<file path="src/rtl/bus_cs_controller_pkg.sv">
`default_nettype none
// +--------------------------------------------------------------------------+
// | Module      : bus_cs_pkg                                                 |
// | Description : Shared types for the 8088 bus chip-select controller:      |
// |               one-hot FSM state encoding, device window descriptor and   |
// |               the window hit helper used by the address decoder.         |
// | Revision    : 1.0  initial release                                       |
// +--------------------------------------------------------------------------+
package bus_cs_pkg;

   localparam int MAX_DEVICES    = 8;
   localparam int MAX_ADDR_WIDTH = 32;
   localparam int MAX_WS_WIDTH   = 8;

   typedef enum logic [3:0] {
      ST_IDLE = 4'b0001,
      ST_ADDR = 4'b0010,
      ST_WAIT = 4'b0100,
      ST_XFER = 4'b1000
   } bus_state_t;

   // Fields are sized for the widest supported configuration; narrower
   // builds zero-extend into them.
   typedef struct packed {
      logic [MAX_ADDR_WIDTH-1:0] base;
      logic [7:0]                size_bits;
      logic [MAX_WS_WIDTH-1:0]   wait_states;
      logic                      is_io;
   } window_t;

   // A window hits when the cycle type matches and every address bit above
   // the window size agrees with the base. Bits above the bus width are
   // masked off so stray high base bits cannot break the compare.
   function automatic logic window_hit(input window_t                   win,
                                       input logic [MAX_ADDR_WIDTH-1:0] addr,
                                       input logic                      iom,
                                       input int                        addr_width);
      logic [MAX_ADDR_WIDTH-1:0] w_keep;
      w_keep = ~((32'd1 << win.size_bits) - 32'd1);
      if (addr_width < MAX_ADDR_WIDTH)
         w_keep = w_keep & ((32'd1 << addr_width) - 32'd1);
      return (iom == win.is_io) && (((addr ^ win.base) & w_keep) == '0);
   endfunction

endpackage
`default_nettype wire

</file>
<file path="src/rtl/bus_cs_controller_if.sv">
`default_nettype none
// +--------------------------------------------------------------------------+
// | Module      : bus_cs_controller_if                                       |
// | Description : 8088-side bus bundle for the chip-select controller.       |
// |               master : CPU/pin side (drives ALE, IOM, RD, WR, ADDRESS,   |
// |                        ERR_CLR; observes CS, READY, ERR, ERR_ADDR)       |
// |               slave  : bus_cs_controller                                 |
// | Revision    : 1.0  initial release                                       |
// +--------------------------------------------------------------------------+
interface bus_cs_controller_if #(
   parameter int NUM_DEVICES = 4,
   parameter int ADDR_WIDTH  = 20
);
   logic                   ALE;
   logic                   IOM;
   logic                   RD;
   logic                   WR;
   logic [ADDR_WIDTH-1:0]  ADDRESS;
   logic [NUM_DEVICES-1:0] CS;
   logic                   READY;
   logic                   ERR_CLR;
   logic                   ERR;
   logic [ADDR_WIDTH-1:0]  ERR_ADDR;

   modport master (
      output ALE, IOM, RD, WR, ADDRESS, ERR_CLR,
      input  CS, READY, ERR, ERR_ADDR
   );

   modport slave (
      input  ALE, IOM, RD, WR, ADDRESS, ERR_CLR,
      output CS, READY, ERR, ERR_ADDR
   );
endinterface
`default_nettype wire

</file>
<file path="src/rtl/bus_cs_controller_decoder.sv">
`default_nettype none
// +--------------------------------------------------------------------------+
// | Module      : cs_window_decoder                                          |
// | Description : Combinational priority decode of a bus address and cycle   |
// |               type into a one-hot device hit vector. The lowest-index    |
// |               matching window wins; its wait-state count is returned.    |
// |               No hit -> zero vector and zero wait states.                |
// | Ports       : i_address, i_iom -> o_hit, o_wait_states                   |
// | Revision    : 1.0  initial release                                       |
// +--------------------------------------------------------------------------+
module cs_window_decoder
   import bus_cs_pkg::*;
#(
   parameter int NUM_DEVICES = 4,
   parameter int ADDR_WIDTH  = 20,
   parameter int WS_WIDTH    = 3,
   parameter logic [NUM_DEVICES-1:0][ADDR_WIDTH-1:0] BASE        = '0,
   parameter logic [NUM_DEVICES-1:0][7:0]            SIZE_BITS   = {NUM_DEVICES{8'd16}},
   parameter logic [NUM_DEVICES-1:0][WS_WIDTH-1:0]   WAIT_STATES = '0,
   parameter logic [NUM_DEVICES-1:0]                 IS_IO       = '0
) (
   input  wire logic [ADDR_WIDTH-1:0]  i_address,
   input  wire logic                   i_iom,
   output logic      [NUM_DEVICES-1:0] o_hit,
   output logic      [WS_WIDTH-1:0]    o_wait_states
);

   window_t                w_win [NUM_DEVICES];
   logic [NUM_DEVICES-1:0] w_raw;

   for (genvar gi = 0; gi < NUM_DEVICES; gi++) begin : g_win
      assign w_win[gi] = '{
         base:        MAX_ADDR_WIDTH'(BASE[gi]),
         size_bits:   SIZE_BITS[gi],
         wait_states: MAX_WS_WIDTH'(WAIT_STATES[gi]),
         is_io:       IS_IO[gi]
      };
      assign w_raw[gi] = window_hit(w_win[gi], MAX_ADDR_WIDTH'(i_address),
                                    i_iom, ADDR_WIDTH);
   end

   // Scan from the highest index down so the lowest matching index is the
   // last one written and therefore the one that survives.
   always_comb begin
      o_hit         = '0;
      o_wait_states = '0;
      for (int i = NUM_DEVICES - 1; i >= 0; i--) begin
         if (w_raw[i]) begin
            o_hit         = '0;
            o_hit[i]      = 1'b1;
            o_wait_states = w_win[i].wait_states[WS_WIDTH-1:0];
         end
      end
   end

endmodule
`default_nettype wire

</file>
<file path="src/rtl/bus_cs_controller.sv">
`default_nettype none
// +--------------------------------------------------------------------------+
// | Module      : bus_cs_controller                                          |
// | Description : 8088 address decode and bus-cycle controller. Latches the  |
// |               decode on ALE, drives a one-hot CS to the devices and      |
// |               holds READY low for each device's wait-state count.        |
// | Ports       : CLK, RESET (sync, active high)                             |
// |               bus (slave): ALE IOM RD WR ADDRESS ERR_CLR in;             |
// |                            CS READY ERR ERR_ADDR out                     |
// | Options     : UNMAPPED_ERR_EN - sticky unmapped-access flag with the     |
// |               first offending address; otherwise ERR/ERR_ADDR are 0.     |
// | Revision    : 1.0  initial release                                       |
// +--------------------------------------------------------------------------+
module bus_cs_controller
   import bus_cs_pkg::*;
#(
   parameter int NUM_DEVICES = 4,
   parameter int ADDR_WIDTH  = 20,
   parameter int WS_WIDTH    = 3,
   parameter logic [NUM_DEVICES-1:0][ADDR_WIDTH-1:0] BASE        = '0,
   parameter logic [NUM_DEVICES-1:0][7:0]            SIZE_BITS   = {NUM_DEVICES{8'd16}},
   parameter logic [NUM_DEVICES-1:0][WS_WIDTH-1:0]   WAIT_STATES = '0,
   parameter logic [NUM_DEVICES-1:0]                 IS_IO       = '0
) (
   input wire logic         CLK,
   input wire logic         RESET,
   bus_cs_controller_if.slave bus
);

   bus_state_t             r_state;
   logic [NUM_DEVICES-1:0] r_cs;
   logic [WS_WIDTH-1:0]    r_ws_cnt;
   logic                   r_ready;

   logic [NUM_DEVICES-1:0] w_hit;
   logic [WS_WIDTH-1:0]    w_ws;
   logic                   w_strobe;
   logic                   w_bus_idle;

   cs_window_decoder #(
      .NUM_DEVICES (NUM_DEVICES),
      .ADDR_WIDTH  (ADDR_WIDTH),
      .WS_WIDTH    (WS_WIDTH),
      .BASE        (BASE),
      .SIZE_BITS   (SIZE_BITS),
      .WAIT_STATES (WAIT_STATES),
      .IS_IO       (IS_IO)
   ) u_decoder (
      .i_address     (bus.ADDRESS),
      .i_iom         (bus.IOM),
      .o_hit         (w_hit),
      .o_wait_states (w_ws)
   );

   // Read and write strobes are treated alike here: both low together is
   // just a (read) strobe, and the cycle sequencing is identical.
   assign w_strobe   = ~bus.RD | ~bus.WR;
   assign w_bus_idle =  bus.RD &  bus.WR;

   // ALE has priority in every state: a new address always restarts the
   // cycle, which also covers aborting out of WAIT or XFER. READY is
   // written alongside the state so it always reflects the next state.
   always_ff @(posedge CLK) begin
      if (RESET) begin
         r_state  <= ST_IDLE;
         r_cs     <= '0;
         r_ws_cnt <= '0;
         r_ready  <= 1'b1;
      end else if (bus.ALE) begin
         r_state  <= ST_ADDR;
         r_cs     <= w_hit;
         r_ws_cnt <= w_ws;
         r_ready  <= 1'b1;
      end else begin
         case (r_state)
            ST_ADDR: begin
               if (w_strobe) begin
                  if (r_ws_cnt != '0) begin
                     r_state <= ST_WAIT;
                     r_ready <= 1'b0;
                  end else begin
                     r_state <= ST_XFER;
                  end
               end
            end
            ST_WAIT: begin
               r_ws_cnt <= r_ws_cnt - WS_WIDTH'(1);
               if (r_ws_cnt == WS_WIDTH'(1)) begin
                  r_state <= ST_XFER;
                  r_ready <= 1'b1;
               end
            end
            ST_XFER: begin
               if (w_bus_idle) begin
                  r_state <= ST_IDLE;
                  r_cs    <= '0;
               end
            end
            default: begin
               // IDLE waiting for ALE; any corrupted encoding falls back here.
               r_state <= ST_IDLE;
               r_ready <= 1'b1;
            end
         endcase
      end
   end

   // Devices qualify CS with ALE in the address cycle, so the live decode is
   // passed straight through while ALE is high.
   assign bus.CS    = bus.ALE ? w_hit : r_cs;
   assign bus.READY = r_ready;

`ifdef UNMAPPED_ERR_EN
   logic                  r_err;
   logic [ADDR_WIDTH-1:0] r_err_addr;

   // A new unmapped access takes precedence over a same-edge clear; only
   // the first offending address since the last clear is recorded.
   always_ff @(posedge CLK) begin
      if (RESET) begin
         r_err      <= 1'b0;
         r_err_addr <= '0;
      end else if (bus.ALE && (w_hit == '0)) begin
         r_err <= 1'b1;
         if (!r_err)
            r_err_addr <= bus.ADDRESS;
      end else if (bus.ERR_CLR) begin
         r_err <= 1'b0;
      end
   end

   assign bus.ERR      = r_err;
   assign bus.ERR_ADDR = r_err_addr;
`else
   assign bus.ERR      = 1'b0;
   assign bus.ERR_ADDR = '0;
`endif

endmodule
`default_nettype wire

</file>
<file path="src/flat_wrapper.sv">
// flat-port wrapper written by rule: the top's interface ports become plain ports
module bus_cs_controller_flat import bus_cs_pkg::*;
#(
   parameter int NUM_DEVICES = 4,
   parameter int ADDR_WIDTH  = 20,
   parameter int WS_WIDTH    = 3,
   parameter logic [NUM_DEVICES-1:0][ADDR_WIDTH-1:0] BASE        = '0,
   parameter logic [NUM_DEVICES-1:0][7:0]            SIZE_BITS   = {NUM_DEVICES{8'd16}},
   parameter logic [NUM_DEVICES-1:0][WS_WIDTH-1:0]   WAIT_STATES = '0,
   parameter logic [NUM_DEVICES-1:0]                 IS_IO       = '0
)
  (CLK, RESET, bus_ALE, bus_IOM, bus_RD, bus_WR, bus_ADDRESS, bus_ERR_CLR, bus_CS, bus_READY, bus_ERR, bus_ERR_ADDR);
  bus_cs_controller_if #(.NUM_DEVICES(NUM_DEVICES), .ADDR_WIDTH(ADDR_WIDTH)) bus_i ();
  input wire logic CLK;
  input wire logic RESET;
  input wire logic [$bits(bus_i.ALE)-1:0] bus_ALE;
  input wire logic [$bits(bus_i.IOM)-1:0] bus_IOM;
  input wire logic [$bits(bus_i.RD)-1:0] bus_RD;
  input wire logic [$bits(bus_i.WR)-1:0] bus_WR;
  input wire logic [$bits(bus_i.ADDRESS)-1:0] bus_ADDRESS;
  input wire logic [$bits(bus_i.ERR_CLR)-1:0] bus_ERR_CLR;
  output wire logic [$bits(bus_i.CS)-1:0] bus_CS;
  output wire logic [$bits(bus_i.READY)-1:0] bus_READY;
  output wire logic [$bits(bus_i.ERR)-1:0] bus_ERR;
  output wire logic [$bits(bus_i.ERR_ADDR)-1:0] bus_ERR_ADDR;
  assign bus_i.ALE = bus_ALE;
  assign bus_i.IOM = bus_IOM;
  assign bus_i.RD = bus_RD;
  assign bus_i.WR = bus_WR;
  assign bus_i.ADDRESS = bus_ADDRESS;
  assign bus_i.ERR_CLR = bus_ERR_CLR;
  assign bus_CS = bus_i.CS;
  assign bus_READY = bus_i.READY;
  assign bus_ERR = bus_i.ERR;
  assign bus_ERR_ADDR = bus_i.ERR_ADDR;
  bus_cs_controller #(.NUM_DEVICES(NUM_DEVICES), .ADDR_WIDTH(ADDR_WIDTH), .WS_WIDTH(WS_WIDTH), .BASE(BASE), .SIZE_BITS(SIZE_BITS), .WAIT_STATES(WAIT_STATES), .IS_IO(IS_IO)) u_core (.CLK(CLK), .RESET(RESET), .bus(bus_i));
endmodule
</file>
<file path="config.mk">
export PLATFORM = sky130hd
export DESIGN_NAME = bus_cs_controller_flat
export DESIGN_NICKNAME = d
export VERILOG_FILES = /design/src/rtl/bus_cs_controller_pkg.sv /design/src/rtl/bus_cs_controller_if.sv /design/src/rtl/bus_cs_controller_decoder.sv /design/src/rtl/bus_cs_controller.sv /design/src/flat_wrapper.sv
export SDC_FILE = /design/constraint.sdc
export NUM_CORES = 1
export LEC_CHECK = 0
export CAP_MARGIN = 20
export CORE_MARGIN = 2
export CORE_UTILIZATION = 25
export DETAILED_ROUTE_END_ITERATION = 8
export PLACE_DENSITY = 0.59
export SLEW_MARGIN = 20
export SYNTH_ARGS = -nofsm -noshare
export SYNTH_HDL_FRONTEND = slang
export SYNTH_HIERARCHICAL = 1
export SYNTH_SLANG_ARGS = --single-unit
</file>
<file path="constraint.sdc">
create_clock -name CLK -period 1.7 [get_ports CLK]
set_clock_uncertainty 0.2 [all_clocks]
set_input_delay 0.425 -clock CLK [delete_from_list [all_inputs] [get_ports CLK]]
set_output_delay 0.425 -clock CLK [all_outputs]
set_load 0.01 [all_outputs]
</file>
== Word level (Yosys, flattened, before mapping) ==
Index checks and enable logic that the tools add are counted.

* Add/subtract/negate cells: 1
* Equal/unequal tests: 11
* Mux-type cells: 15
* Bitwise logic cells: 6
* Reduce and logical (&&, ||, !) cells: 10

{| class="wikitable"
|+ Operators with widths
! kind !! number
|-
| 32-bit logical NOT || 1
|-
| 4-bit 2-to-1 mux || 8
|-
| 4-bit case mux with 3 select lines || 1
|-
| 3-bit by 2-bit != test with 1-bit output (second input constant) || 3
|-
| 2-bit by 1-bit != test with 1-bit output (second input constant) || 4
|-
| 3-bit AND reduction || 2
|-
| 4-bit by 2-bit equality test with 1-bit output (second input constant) || 1
|-
| 4-bit by 3-bit equality test with 1-bit output (second input constant) || 1
|-
| 4-bit equality test (second input constant) || 1
|-
| 1-bit 2-to-1 mux || 4
|-
| 1-bit NOT || 4
|-
| 4-bit AND reduction || 1
|-
| 2-bit nonzero test || 2
|-
| 3-bit by 1-bit equality test with 1-bit output (second input constant) || 1
|-
| 1-bit case mux with 3 select lines || 1
|-
| 3-bit nonzero test || 1
|-
| 3-bit by 1-bit subtractor with 3-bit output (second input constant) || 1
|-
| 2-bit 2-to-1 mux || 1
|-
| 2-bit AND reduction || 1
|-
| 2-bit OR reduction || 1
|-
| 1-bit AND || 1
|-
| 1-bit logical AND || 1
|-
| 1-bit OR || 1
|}

* Flip-flop bits (word level): 12
* Input bits: 27
* Word-level logic and storage cells: 48

== Depth between registers and ports, before layout ==
Gate-level depths: netlist of the first run.

* Depth after elaboration: 5
* Depth in mapped cells: 6
* Depth with buffers taken out: 6

== Hierarchy ==
The synthesis of the first run kept the hierarchy.

{| class="wikitable"
|+ By module, submodules not included
! module !! instances !! cells each !! area an instance (um^2)
|-
| bus_cs_controller || 1 || 103 || 852.1
|-
| cs_window_decoder || 1 || 9 || 60.1
|}

== Worst setup path after synthesis of the first run ==
Ideal clock, no wire load.

* Path kind: input-to-output
* Start point: input bus_ADDRESS[16]
* End point: output bus_CS[0]
* Arrival time: 1.232 ns
* Setup slack: -0.157 ns
* Stages: 4
* Cells stage by stage: or4_1 > nor2_1 > nand2_1 > o21ai_0

* Word-level cells in the longest chain between the ends: 4

{| class="wikitable"
|+ RTL lines
! what !! line !! source
|-
| start, declared || flat_wrapper.sv:20 || <nowiki>input wire logic [$bits(bus_i.ADDRESS)-1:0] bus_ADDRESS;</nowiki>
|-
| 32-bit logical NOT || bus_cs_controller_pkg.sv:42 || <nowiki>return (iom == win.is_io) && (((addr ^ win.base) & w_keep) == '0);</nowiki>
|-
| 1-bit logical AND || bus_cs_controller_pkg.sv:42 ||
|-
| 1-bit 2-to-1 mux || bus_cs_controller_decoder.sv:48 || <nowiki>if (w_raw[i]) begin</nowiki>
|-
| via u_core.w_hit[0] || bus_cs_controller.sv:35 || <nowiki>logic [NUM_DEVICES-1:0] w_hit;</nowiki>
|-
| 4-bit 2-to-1 mux || bus_cs_controller.sv:110 || <nowiki>assign bus.CS = bus.ALE ? w_hit : r_cs;</nowiki>
|-
| end, declared || flat_wrapper.sv:22 || <nowiki>output wire logic [$bits(bus_i.CS)-1:0] bus_CS;</nowiki>
|}

The timed path passes the listed nets, and every way through them passes these cells.

== Worst setup path in the final report of the first run ==
Same ends and word-level chain as after synthesis.

==> results of run 1 <==
repair_timing:
item	CTS	global route
gates resized for setup	31	15
setup buffers	0	2
pin swaps	3	5
endpoints found under the setup margin	6	10
layer usage:
layer	part of all wire, %	GRT usage, %	wire (microns)	vias up
met4	2.4	5.59	39	0
met5	0	0	0	-
met2	52	14.7	838	22
li1	-	-	-	358
met3	6.1	1.94	99	4
met1	39	8.10	635	312
sequential cells by signal, indices dropped and copies added, names as in the netlist:
register          cells
u_core/r_cs           4
u_core/r_state        4
u_core/r_ws_cnt       3
u_core/bus.READY      1
worst register-to-register path: cells and delay by family (launching register included):
| family | cells | cell delay (ns) |
|---|---|---|
| DFF | 1 | 0.35 |
| adders and majority gates | 1 | 0.19 |
| buffers and inverters | 1 | 0.05 |
| AOI/OAI and AO/OA | 3 | 0.62 |
| and+or+nand+nor | 1 | 0.13 |
final timing paths:
kind | startpoint | end | depth (start not counted)
worst max-delay path | bus_ADDRESS[16] | bus_CS[0] | 6
worst min-delay path | bus_ALE | u_core/r_cs[0] | 3
worst max register to register | u_core/r_ws_cnt[0] | u_core/bus.READY | 6
worst min register to register | u_core/r_cs[0] | u_core/r_cs[0] | 3
cells in the mapped netlist, types with 2 or more instances:
cell type,count
a211oi_2,2
a21oi_1,5
and3b_1,3
buf_4,27
clkbuf_1,2
conb_1,2
dfxtp_1,12
ha_1,3
inv_1,8
nand2_1,17
nand2b_1,2
nor2_1,4
nor2b_1,2
nor4b_4,2
o21ai_0,5
power groups by stage:
| stage | Clock [mW] | Combinational, mW | Sequential (mW) |
|---|---|---|---|
| CTS | 0.242 | 0.117 | 0.305 |
| finish | 0.230 | 0.124 | 0.308 |
| detailed placement | 0 | 0.122 | 0.311 |
| floorplan | 0 | 0.119 | 0.308 |
| global placement | 0 | 0.120 | 0.310 |
| global route | 0.247 | 0.138 | 0.310 |
metrics by stage:
stage,util (%),setup slack (ns),instance area (sq um),total power [mW]
2_1_floorplan,-,-0.117,1010,0.427
3_3_place_gp,30.1,-1.06,1030,0.430
3_5_place_dp,30.1,-1.07,1030,0.433
4_1_cts,30.6,-0.359,1050,0.664
5_1_grt,31.7,-0.376,1080,0.694
6_report,31.7,-0.317,1080,0.662
final cells by class:
| cell class | instances | share of cell area (%) |
|---|---|---|
| Clock buffer | 4 | 3.35 |
| Inverter | 8 | 2.77 |
| Multi-Input combinational cell | 88 | 50.8 |
| Sequential cell | 12 | 22.8 |
| Tap cell | 46 | 5.32 |
| Timing Repair Buffer | 20 | 15.0 |
cell families (layout without fill, tap and decap cells):
logic type                 count (synthesis)  after routing  share of synthesized area, %
and+or+nand+nor                           37             37                          25.7
buffers and inverters                     37             32                          26.3
AOI/OAI and AO/OA                         19             19                          14.8
DFF                                       12             12                          26.3
adders and majority gates                  3              3                          4.12
other                                      2             27                         0.823
xor gates and xnor gates                   2              2                          1.92
==> impl_metrics.yaml, run 1 <==
run_status:
  status: "finished, violations left"
  violations: "setup timing"
timing:
  finalCritPeriodShare_pct: 119
  timing.final.ws_setup_ns: -0.317
  fin_tns_setup_ns: -0.317
  slew_violations: 0
  finalHoldViolations: 0
  setup_viol: 1
  rsz0062_at_grt: "yes"
  fmax_mhz: 496
  hold_slack_ns: 0.335
  min_period_ns: 2.02
critical_path:
  start_kind: "input pin"
  crit_type: "input pin to output pin"
  required_ns: 1.07
  cp_slowest_cell: "or4_1"
  endpoint_kind: "output pin"
  crit_buf_inv: 2
  critPathMaxStageDelay_ns: 0.51
  crit_chain: "clkbuf_2 -> or4_1 -> nor2_1 -> nand2_1 -> o21ai_2 -> buf_2"
  arrival_ns: 1.39
  critical_path.max_fanout: 2
  crit_family: "simple AND/OR/NAND/NOR gates"
  rrSetupSlack_ns: 0.06
cts:
  cts_tree: "yes"
  htreeDepth: 1
  cts_buffers: 3
  cts_root_buf: "clkbuf_4"
  ctsHoldBuffers: 0
  clk_pin_slew_ns: 0.07
  clk-insertion-delay-late_ns: 0.27
  clock-sinks: 12
  clockBufferDepth: 2
global_routing:
  grt_overflow: 0
  antenna_found_initial: 0
  grt_pass1_vias: 650
  grt_max_degree: 12
  grt_usage_pct: 8.12
  grt_pass1_wl_microns: 2580
place:
  io_buffers: 14
  place_inst: 172
  gp_congestion: 0.712
  hpwl_microns: 1280
yosys:
  synth_ff_type: "dfxtp_1"
  synth-seq-cells: 12
  synth_top_area_share_pct: 26.3
  yosysWarnings: 6
  yosysTopAreaCell: "dfxtp_1"
  synth_area_leaders: "dfxtp_1, buf_4, nand2_1"
  synth_edf_count: 0
  synthDistinctLibCells: 31
  synth_cells: 112
  async_flop_share_pct: 0
  ys_seq_area_share_pct: 26.3
  netlist_area_sq_um: 912
  avgSynthCellArea_sq_um: 8.14
power_and_ir_drop:
  intPower_uw: 479
  powerDensity_mw_per_mm2: 611
  clock_power_share_pct: 34.8
  p_seq_share_pct: 46.5
  vdd_drop_max_v: 0.000306
  power_leakage_nw: 0.459
  p_sw_share_pct: 27.6
  combPwrFrac_pct: 18.7
  p_sw_uw: 183
layout:
  drive_gt1_share_pct: 27.3
  n_fill_cell: 385
  final_net_count: 163
  area_growth_pct: 18.7
  insertedDiodeCount: 0
  regArea_sq_um: 246
  mostFrequentLayoutCell: "conb_1"
  multi_input_area_sq_um: 549
  mostFrequentLayoutCells: "conb_1, nand2_1, dfxtp_1"
  final-instance-count-excl-fill: 178
route:
  dr.pass1.iters: 4
  vias_per_cell: 3.91
  avgRoutedWirePerCell_microns: 9.06
  ant_nets: 0
  drt-initial-drc-count: 10
  drc_errors: 0
  dr_total_vias: 696
  wl_microns: 1610
job:
  maxCapViolations: 0
die:
  ios: 53
  die_h_microns: 64.4
  die_w_microns: 64.4
  die_area_sq_mm: 0.00415
  initial_core_util_pct: 26.7
  core_area_sq_mm: 0.00342
  rows: 21
hold_path:
  hold_path_class: "input pin to flop"
Note: power is estimated with default switching activity, not from simulation.
==> run 2: changes to the inputs <==
--- a/config.mk
+++ b/config.mk
@@ -5,11 +5,11 @@
 export SDC_FILE = /design/constraint.sdc
 export NUM_CORES = 1
 export LEC_CHECK = 0
-export CAP_MARGIN = 20
-export CORE_MARGIN = 2
+export ABC_AREA = 1
+export CAP_MARGIN = 5
 export CORE_UTILIZATION = 25
 export DETAILED_ROUTE_END_ITERATION = 8
-export PLACE_DENSITY = 0.59
+export PLACE_DENSITY = 0.58
 export SLEW_MARGIN = 20
 export SYNTH_ARGS = -nofsm -noshare
 export SYNTH_HDL_FRONTEND = slang
==> impl_metrics.yaml, run 2 <==
layout:
  insertedDiodeCount: 0
  area_growth_pct: 18.7
  final_util_pct: 32.2
  final_net_count: 199
  mostFrequentLayoutCell: "nand2_1"
  reg_top3: "u_core/r_cs: 4 flops, u_core/r_state: 4 flops, u_core/r_ws_cnt: 3 flops"
  drive_gt1_share_pct: 22.6
  mostFrequentLayoutCells: "nand2_1, conb_1, nor2_1, dfxtp_1, inv_1"
  n_fill_cell: 389
yosys:
  async_flop_share_pct: 0
  synth_cells: 143
  synth_area_leaders: "dfxtp_1, buf_4, nand2_1"
  yosysTopAreaCell: "dfxtp_1"
  synth-seq-cells: 12
  yosysWarnings: 6
  netlist_area_sq_um: 941
  synth_most_common_cell: "nand2_1"
  synth_ff_type: "dfxtp_1"
  avgSynthCellArea_sq_um: 6.58
  synthDistinctLibCells: 20
  ys_top_cells_by_count: "nand2_1, buf_4, nor2_1"
  synth_edf_count: 0
  synth_top_area_share_pct: 25.5
  ys_seq_area_share_pct: 25.5
power_and_ir_drop:
  vdd_drop_max_v: 0.000282
  powerDensity_mw_per_mm2: 684
  power_leakage_nw: 0.604
  power.total_uw: 764
global_routing:
  grt_usage_pct: 9.15
  grt_overflow: 0
  grt_max_degree: 8
  grt_pass1_wl_microns: 2850
  grt_pass1_vias: 685
  antenna_found_initial: 0
die:
  core_area_sq_mm: 0.00347
  ios: 53
  die_w_microns: 63.4
  rows: 21
  die_h_microns: 63.4
  initial_core_util_pct: 27.1
  die_area_sq_mm: 0.00401
cts:
  ctsHoldBuffers: 0
  clock-sinks: 12
  cts_buffers: 3
  clk-insertion-delay-late_ns: 0.24
  htreeDepth: 1
  clk_pin_slew_ns: 0.05
  cts_tree: "yes"
  cts_root_buf: "clkbuf_8"
  clockBufferDepth: 2
route:
  dr_total_vias: 781
  dr.pass1.iters: 4
  ant_nets: 0
  drc_errors: 0
  drt-initial-drc-count: 12
  avgRoutedWirePerCell_microns: 7.45
  wl_microns: 1600
  vias_per_cell: 3.65
hold_path:
  hold_path_class: "flop to flop"
  holdPathStages: 2
timing:
  finalHoldViolations: 0
  hold_slack_ns: 0.257
  slew_violations: 0
  timing.final.ws_setup_ns: 0.0583
  rsz0062_at_grt: "yes"
  finalCritPeriodShare_pct: 96.6
  fmax_mhz: 609
  min_period_ns: 1.64
  setup_viol: 0
critical_path:
  crit_path_frequent_cell: "nand2_1"
  cp_slowest_cell: "buf_2"
  critical_path_depth: 7
  required_ns: 1.07
  start_kind: "input pin"
  crit_buf_inv: 2
  rrSetupSlack_ns: 0.29
  crit_type: "input pin to output pin"
  crit_family: "simple AND/OR/NAND/NOR gates"
  critPathMaxStageDelay_ns: 0.13
  worstRegToRegCells: 8
  endpoint_kind: "output pin"
  crit_chain: "buf_6 -> nor2_4 -> nand2_1 -> nor2_1 -> nand2_1 -> nand2_1 -> buf_2"
  arrival_ns: 1.02
  critical_path.max_fanout: 2
run_status:
  status: "complete, no violations"
place:
  io_buffers: 14
  gp_congestion: 0.757
  hpwl_microns: 1300
  place_ws_ns: -0.700
job:
  maxCapViolations: 0
[run 2: cell count changes after synthesis, moves of 3 or more]
cell	delta
a21oi_1	+3
and3b_1	-3
inv_1	+3
inv_2	+4
nand2_1	+19
nand3_1	+8
nor2_1	+9
nor2_2	+3
o21ai_0	-3
[run 2: cells by family after synthesis]
family | Yosys count | share of synthesized area, %
AND/OR/NAND/NOR | 68 | 32.3
buffers and inverters | 44 | 29.1
AO/OA/AOI/OAI | 12 | 6.38
flip-flops | 12 | 25.5
adder cells (fa/ha/maj) | 3 | 3.99
XOR/XNOR | 2 | 1.86
other | 2 | 0.798
[run 2: cell type report]
cell class | count | area [sq um] | share of cell area (%)
Sequential cell | 12 | 240 | 21.5
Clock buffer | 4 | 55.1 | 4.93
Inverter | 16 | 60.1 | 5.38
Tap cell | 46 | 57.6 | 5.15
Timing Repair Buffer | 24 | 176 | 15.8
Multi-Input combinational cell | 112 | 528 | 47.3
[run 2: worst paths after layout]
path	startpoint	to
min	u_core/bus.READY	u_core/bus.READY
min reg2reg	u_core/bus.READY	u_core/bus.READY
max reg2reg	u_core/r_ws_cnt[0]	u_core/bus.READY
max	bus_IOM	bus_CS[0]
[run 2: per-layer routing]
layer,up-vias,wire [microns],GRT usage (%)
met5,-,0,0
met4,0,17,3.41
met3,2,85,4.35
met2,22,755,15.0
met1,325,736,10.2
li1,432,-,-
[run 2: timing repair]
action,4_1_cts,5_1_grt
pin swaps,6,6
endpoints found under the setup margin,5,1
buffers inserted,1,0
gates resized for setup,33,7
[run 2: worst reg2reg max path: stages, from the launching register on]
cell	delay [ns]
dfxtp_1	0.36
inv_1	0.08
ha_1	0.22
inv_1	0.06
nor2_1	0.04
nand3_1	0.10
nand2_1	0.06
o21ai_1	0.11
nand3_1	0.07
[run 2: through the flow]
stage	TNS, ns	std cells	area [sq um]
2_1_floorplan	0	168	1030
3_5_place_dp	-3.03	209	1090
3_3_place_gp	-3.20	209	1090
6_report	0	214	1120
4_1_cts	0	214	1110
5_1_grt	-0.00760	214	1120
[run 2: report_power, final]
part           total (mW)  switching (mW)  internal [mW]
Sequential          0.305         0.00946          0.295
Combinational       0.149          0.0886         0.0604
Clock               0.310           0.105          0.205
Total               0.764           0.203          0.560
